**config.mk**
```make
export PLATFORM = sky130hd
export DESIGN_NAME = bcd_xs3_seq_ctrl
export DESIGN_NICKNAME = d
export VERILOG_FILES = /design/src/rtl/bcd_pkg.sv /design/src/rtl/bcd_xs3_digit.sv /design/src/rtl/bcd_xs3_seq_ctrl.sv
export SDC_FILE = /design/constraint.sdc
export NUM_CORES = 1
export LEC_CHECK = 0
export CORE_MARGIN = 4
export CORE_UTILIZATION = 50
export CTS_BUF_LIST = sky130_fd_sc_hd__clkbuf_16
export DETAILED_ROUTE_END_ITERATION = 8
export PLACE_DENSITY = 0.77
export SYNTH_ARGS = -nofsm -noshare
export SYNTH_HDL_FRONTEND = slang
export SYNTH_HIERARCHICAL = 1
export SYNTH_SLANG_ARGS = --single-unit
```
**constraint.sdc**
```tcl
create_clock -name clk -period 4.97 [get_ports clk]
set_input_delay 0.497 -clock clk [delete_from_list [all_inputs] [get_ports clk]]
set_output_delay 0.497 -clock clk [all_outputs]
set_load 0.03 [all_outputs]
```
**src/rtl/bcd_pkg.sv**
```systemverilog
// Shared types and constants for the BCD to Excess-3 sequencer.
package bcd_pkg;

   typedef enum logic [1:0] {
      IDLE = 2'd0,
      CONV = 2'd1,
      DONE = 2'd2
   } state_e;

   localparam logic [3:0] XS3_OFFSET = 4'd3;
   localparam logic [3:0] BCD_MAX    = 4'd9;

endpackage

```
**src/rtl/bcd_xs3_digit.sv**
```systemverilog
// Single-digit BCD to Excess-3 converter with out-of-range detection.
module bcd_xs3_digit
   import bcd_pkg::*;
(
   input  logic [3:0] d,
   output logic [3:0] xs3,
   output logic       invalid
);

   // 4-bit add wraps naturally, so invalid digits still map to (d+3) mod 16
   assign xs3     = d + XS3_OFFSET;
   assign invalid = (d > BCD_MAX);

endmodule

```
**src/rtl/bcd_xs3_seq_ctrl.sv**
```systemverilog
// Word-level sequencer: converts packed BCD to Excess-3 one digit per clock,
// LSD first, through a single shared digit converter.
module bcd_xs3_seq_ctrl
   import bcd_pkg::*;
#(
   parameter int unsigned DIGITS = 4
)
(
   input  logic                  clk,
   input  logic                  rst_n,
   input  logic                  flush,
   input  logic                  in_valid,
   output logic                  in_ready,
   input  logic [4*DIGITS-1:0]   in_bcd,
   output logic                  out_valid,
   input  logic                  out_ready,
   output logic [4*DIGITS-1:0]   out_xs3,
   output logic [DIGITS-1:0]     out_err,
   output logic                  busy
);

   localparam int unsigned W    = 4 * DIGITS;
   localparam int unsigned IDXW = (DIGITS > 1) ? $clog2(DIGITS) : 1;
   localparam logic [IDXW-1:0] IDX_LAST = IDXW'(DIGITS - 1);

   state_e            state_q, state_d;
   logic [IDXW-1:0]   idx_q, idx_d;
   logic [W-1:0]      cap_q, cap_d;
   logic [W-1:0]      xs3_q, xs3_d;
   logic [DIGITS-1:0] err_q, err_d;
   logic              in_ready_q, in_ready_d;
   logic              out_valid_q, out_valid_d;
   logic              busy_q, busy_d;

   logic [3:0]        digit_c;
   logic [3:0]        conv_xs3_c;
   logic              conv_inv_c;

   assign digit_c = cap_q[{idx_q, 2'b00} +: 4];

   bcd_xs3_digit u_digit (
      .d       (digit_c),
      .xs3     (conv_xs3_c),
      .invalid (conv_inv_c)
   );

   // State and datapath registers
   always_ff @(posedge clk or negedge rst_n) begin
      if (!rst_n) begin
         state_q     <= IDLE;
         idx_q       <= '0;
         cap_q       <= '0;
         xs3_q       <= '0;
         err_q       <= '0;
         in_ready_q  <= 1'b0;
         out_valid_q <= 1'b0;
         busy_q      <= 1'b0;
      end else begin
         state_q     <= state_d;
         idx_q       <= idx_d;
         cap_q       <= cap_d;
         xs3_q       <= xs3_d;
         err_q       <= err_d;
         in_ready_q  <= in_ready_d;
         out_valid_q <= out_valid_d;
         busy_q      <= busy_d;
      end
   end

   // Next-state and next-output logic; flush outranks both handshakes
   always_comb begin
      state_d = state_q;
      idx_d   = idx_q;
      cap_d   = cap_q;
      xs3_d   = xs3_q;
      err_d   = err_q;

      case (state_q)
         IDLE: begin
            if (in_valid && in_ready_q && !flush) begin
               cap_d   = in_bcd;
               xs3_d   = '0;
               err_d   = '0;
               idx_d   = '0;
               state_d = CONV;
            end
         end
         CONV: begin
            if (flush) begin
               idx_d   = '0;
               err_d   = '0;
               state_d = IDLE;
            end else begin
               xs3_d[{idx_q, 2'b00} +: 4] = conv_xs3_c;
               err_d[idx_q]               = conv_inv_c;
               if (idx_q == IDX_LAST) begin
                  idx_d   = '0;
                  state_d = DONE;
               end else begin
                  idx_d = idx_q + IDXW'(1);
               end
            end
         end
         DONE: begin
            if (flush) begin
               idx_d   = '0;
               err_d   = '0;
               state_d = IDLE;
            end else if (out_ready) begin
               state_d = IDLE;
            end
         end
         default: begin
            idx_d   = '0;
            state_d = IDLE;
         end
      endcase

      in_ready_d  = (state_d == IDLE);
      out_valid_d = (state_d == DONE);
      busy_d      = (state_d != IDLE);
   end

   assign in_ready  = in_ready_q;
   assign out_valid = out_valid_q;
   assign out_xs3   = xs3_q;
   assign out_err   = err_q;
   assign busy      = busy_q;

endmodule

```
After elaboration in Yosys (flattened, before gate mapping)
Cells that the tools add are included.

storage, ports and cells
  output and inout port bits = 23
  register bits = 43

operators by class
  multiplexer cells = 22
  $lt $le $gt $ge = 3
  shifts and indexed selects = 3
  $add $sub $neg = 3
  equality and inequality tests = 7
  reductions and logical operators = 13

operators by type and width
  operator                                                                       count
  16-bit 2-to-1 mux                                                              2
  16-bit case mux with 2 select lines                                            1
  2-bit 2-to-1 mux                                                               9
  16-bit bitwise mux                                                             1
  4-bit by 6-bit variable shift with 16-bit output (first input constant)        1
  16-bit by 5-bit indexed part select with 4-bit output                          1
  4-bit by 6-bit indexed part select with 16-bit output                          1
  4-bit 2-to-1 mux                                                               3
  2-bit case mux with 3 select lines                                             2
  4-bit case mux with 3 select lines                                             1
  2-bit == test (second input constant)                                          3
  2-bit inequality test (second input constant)                                  3
  4-bit negation with 6-bit output                                               1
  3-bit AND reduction                                                            2
  4-bit by 2-bit adder with 4-bit output (second input constant)                 1
  4-bit bitwise mux                                                              1
  4-bit greater-than comparator (second input constant)                          1
  2-bit zero test                                                                2
  2-bit AND reduction                                                            2
  2-bit nonzero test                                                             2
  1-bit logical AND                                                              3
  2-bit by 3-bit less-than comparator with 1-bit output (second input constant)  1
  3-bit nonzero test                                                             1
  2-bit by 1-bit adder with 2-bit output (second input constant)                 1
  other kinds (5)                                                                5

Depth between registers and ports, before layout
  word-level depth = 7
  depth in mapped cells = 9
  mapped depth without buffers = 8

Hierarchy
Netlist, hierarchy kept.

modules (own cells, without submodules)
  module            cells an instance  area an instance (µm²)  seq. area each (µm²)  instances
  bcd_xs3_seq_ctrl  174                2243.4                  1076.0                1
  bcd_xs3_digit     10                 73.8                    0.0                   1

Worst setup path after synthesis
OpenSTA, ideal clock, no wires.

  kind = register -> register
  start point = reg idx_q[0]
  end point = reg err_q[0] (netlist: out_err[0])
  cell stages (with the launch flop) = 10
  setup time = 0.130 ns
  data required time = 4.840 ns
  clock period less this slack = 2.237 ns
  buffers on the path = 1
  data arrival time = 2.106 ns
  setup slack = 2.733 ns
  cells stage by stage = dfrtp_1 buf_4 mux4_2 inv_1 ha_1 nor2_1 o21a_1 and4bb_2 a22oi_1 o21ai_0

on the way
  elaborated cells between the ends (all ways) = 10
  classes of those cells = order compare: 3; shift: 1; mux: 5; reduce/logical: 1

RTL lines
  element                                                line                    text
  start: declaration                                     bcd_xs3_seq_ctrl.sv:27  logic [IDXW-1:0] idx_q, idx_d;
  start signal: assignment                               bcd_xs3_seq_ctrl.sv:60  idx_q <= idx_d;
  16-bit by 5-bit indexed part select with 4-bit output  bcd_xs3_seq_ctrl.sv:39  assign digit_c = cap_q[{idx_q, 2'b00} +: 4];
  net digit_c[0]                                         bcd_xs3_seq_ctrl.sv:35  logic [3:0] digit_c;
  4-bit greater-than comparator                          bcd_xs3_digit.sv:12     assign invalid = (d > BCD_MAX);
  net conv_inv_c                                         bcd_xs3_seq_ctrl.sv:37  logic conv_inv_c;
  4-bit bitwise mux                                      bcd_xs3_seq_ctrl.sv:95  err_d[idx_q] = conv_inv_c;
  4-bit 2-to-1 mux                                       bcd_xs3_seq_ctrl.sv:89  if (flush) begin
  4-bit case mux with 3 select lines                     bcd_xs3_seq_ctrl.sv:78  case (state_q)
  end signal: assignment                                 bcd_xs3_seq_ctrl.sv:63  err_q <= err_d;
  end: declaration                                       bcd_xs3_seq_ctrl.sv:30  logic [DIGITS-1:0] err_q, err_d;

The timed path passes the listed nets, and every way through them passes these cells.
A chain may end at the register's enable or synchronous reset.

Worst setup path after layout
  start point = reg idx_q[0]
  end point = reg err_q[2] (netlist: out_err[2])

Same word-level chain as after synthesis.

==> flow_metrics.py <==
metrics = {
    "status": {
        "status": "completed",
    },
    "floorplanning": {
        "die_h_um": 76.08,
        "dieWidth_um": 76.08,
        "rows": 24,
        "coreArea_um2": 4414,
        "dieArea_um2": 5787,
        "initial_core_util_pct": 52.49,
        "ios": 44,
    },
    "finish": {
        "final_cell_area_um2": 2884,
        "layout_common_cells": "dfrtp_1 (43), clkdlybuf4s50_1 (42), mux2_2 (23)",
        "antennaDiodeCount": 0,
        "fin_nets": 256,
        "area_growth_pct": 24.46,
        "fillers": 360,
        "finalNonFillerCells": 277,
        "drive_gt1_share_pct": 21.78,
        "final_common_cell": "dfrtp_1",
        "final_util_pct": 65.33,
    },
    "worst_setup_path": {
        "worstPathMaxFanout": 14,
        "critPathArrivalTime_ns": 2.70,
        "rr_worst_depth": 8,
        "cp-end-kind": "register",
        "regToRegStartpoint": "idx_q[0]",
        "start_kind": "register",
        "crit_required_ns": 5.12,
        "crit_type": "register to register",
        "r2r_slack_ns": 2.43,
        "r2r-end": "out_err[2]",
    },
    "yosys": {
        "yosys_warnings": 6,
        "synthCells": 184,
        "ys_seq_area_share_pct": 46.44,
        "async_flop_share_pct": 100.0,
        "synthFlopType": "dfrtp_1",
        "synth-seq-cells": 43,
        "ys_types": 44,
        "synth_edf_count": 0,
        "synth_nets": 214,
        "synth_area_per_cell_um2": 12.59,
        "netlist_area_um2": 2317,
    },
    "timing": {
        "period_share_pct": 51.14,
        "fmax_mhz": 393.4,
        "finClkSkew_ns": 0.004291,
        "period_needed_ns": 2.542,
        "slew_headroom_pct": 37.10,
        "rsz0062_at_grt": "false",
        "setup_violations": 0,
        "finalHoldViolations": 0,
        "finalSetupTns_ns": 0,
        "slew_violations": 0,
        "tightestPinTransition_ns": 0.9435,
    },
    "clocking": {
        "cts_resized": 0,
        "cts_num_sinks": 43,
        "cts_tree": "yes",
        "cts_buffers": 5,
        "clock_latency_ns": 0.28,
        "post-cts-setup-buffers": 0,
        "cts_hold_buf": 0,
        "clk_pin_slew_ns": 0.06,
        "clock_path_buffers": 2,
        "htreeDepth": 2,
        "root_buffer": "clkbuf_16",
    },
    "routing": {
        "drt_iter0_markers": 61,
        "routed-via-count": 1542,
        "routed_via_density": 5.567,
        "drtPass1Iterations": 4,
        "drc": 0,
        "drt_wl_total_um": 4297,
        "drt.antenna.violating_nets": 0,
        "wl_per_cell_um": 15.51,
    },
    "power": {
        "total_leakage_power_nw": 1.298,
        "power_density_nw_per_um2": 365.6,
        "max-vdd-ir-drop_mv": 0.2175,
    },
    "global_route": {
        "globalRouteTotalUtil_pct": 15.60,
        "overflow": 0,
        "grt_max_degree": 44,
        "grt_pass1_wl_um": 7293,
        "antenna_found_initial": 0,
        "first_global_vias": 1546,
    },
    "placement": {
        "dp.cells": 271,
        "gp_congestion": 0.8434,
        "io_buffers": 43,
        "place_area_um2": 2755,
        "hpwl_um": 3224,
    },
    "job": {
        "timing.max_cap.violations": 0,
    },
    "min_path": {
        "worstHoldPathType": "primary input to asynchronous set/reset pin",
    },
}
[cell usage after synthesis, types with 2 or more instances]
cell type / instances / share of area [%]
nor3b_1: 4 / 1.3
mux4_2: 4 / 3.9
buf_6: 2 / 0.97
inv_1: 8 / 1.3
clkbuf_1: 2 / 0.32
ha_1: 9 / 4.9
buf_2: 3 / 0.65
xnor2_1: 2 / 0.76
mux2_2: 23 / 11
nand2b_1: 2 / 0.54
nor2_1: 2 / 0.32
nor2b_1: 7 / 1.9
o21ai_0: 4 / 0.86
dfrtp_1: 43 / 46
and3b_1: 3 / 1.1
and3_1: 12 / 3.2
o2bb2ai_1: 2 / 0.76
nand2_1: 10 / 1.6
nand3b_1: 3 / 0.97
mux2_4: 5 / 3.2
a22o_1: 3 / 1.1
a22oi_1: 3 / 0.97
a21oi_2: 2 / 0.76
a21oi_1: 6 / 1.3
[registers in the layout (all words and copies together) (netlist names)]
signal	cells
idx_q	2
out_xs3	16
state_q	2
busy	1
out_valid	1
out_err	4
cap_q	16
in_ready	1
[critical path, stage by stage, from the launching register on]
cell      delay, ns
dfrtp_1        0.67
mux4_2         0.62
inv_1          0.16
ha_1           0.20
nor2_1         0.05
o21a_1         0.18
and4bb_2       0.24
a22oi_1        0.18
o21ai_0        0.10
[layout make-up]
type / count / area [um^2] / area share, %
clock buffers: 5 / 125.1 / 4.338
flip-flops and latches: 43 / 1076 / 37.31
well taps: 52 / 65.06 / 2.256
multi-input cells: 125 / 1159 / 40.17
clock inverters: 1 / 3.754 / 0.1302
inverters: 8 / 30.03 / 1.041
repair buffers: 43 / 425.4 / 14.75
[where the power goes]
group | switching [mW] | internal [mW] | total [mW]
Combinational | 0.160 | 0.157 | 0.316
Sequential | 0.0450 | 0.401 | 0.446
Clock | 0.114 | 0.178 | 0.292
Total | 0.318 | 0.736 | 1.05
[metrics by stage]
stage | hold WS [ns] | setup WS, ns | power (mW)
after floorplan | 0.2014 | 2.733 | 0.6699
after global placement | 0.4844 | 2.495 | 0.7680
after detailed placement | 0.4891 | 2.426 | 0.7722
after CTS | 0.3987 | 2.419 | 1.068
after global routing | 0.4529 | 2.241 | 1.114
final | 0.3691 | 2.428 | 1.054
[cells by family (layout without fill, tap and decap cells)]
group | Yosys count | after routing | share of synthesized area, %
AO/OA/AOI/OAI | 28 | 28 | 9.126
XOR/XNOR | 2 | 2 | 0.7561
adder cells (fa/ha/maj) | 9 | 9 | 4.860
buffers and inverters | 16 | 57 | 3.564
flip-flops | 43 | 43 | 46.44
multiplexers | 33 | 33 | 18.74
AND/OR/NAND/NOR | 53 | 53 | 16.52
[worst max-delay path by stage]
stage	start	end	slack, ns	cells after the start
4_1_cts	idx_q[0]	out_err[2]	2.42	8
6_report	idx_q[0]	out_err[2]	2.43	8
2_1_floorplan	idx_q[0]	out_err[0]	2.73	9
3_5_place_dp	idx_q[0]	out_err[2]	2.43	8
3_3_place_gp	idx_q[0]	out_err[1]	2.50	8
5_1_grt	idx_q[0]	out_err[1]	2.24	8
[routing by layer]
layer  GRT usage, %  vias up  share of wire (%)
met3          3.073        6                4.4
li1               -      744                  -
met2          24.74       39                 48
met4          7.867        0                1.7
met5              0        -                  0
met1          20.25      753                 46
No activity file was read; power rests on OpenSTA's default activity.
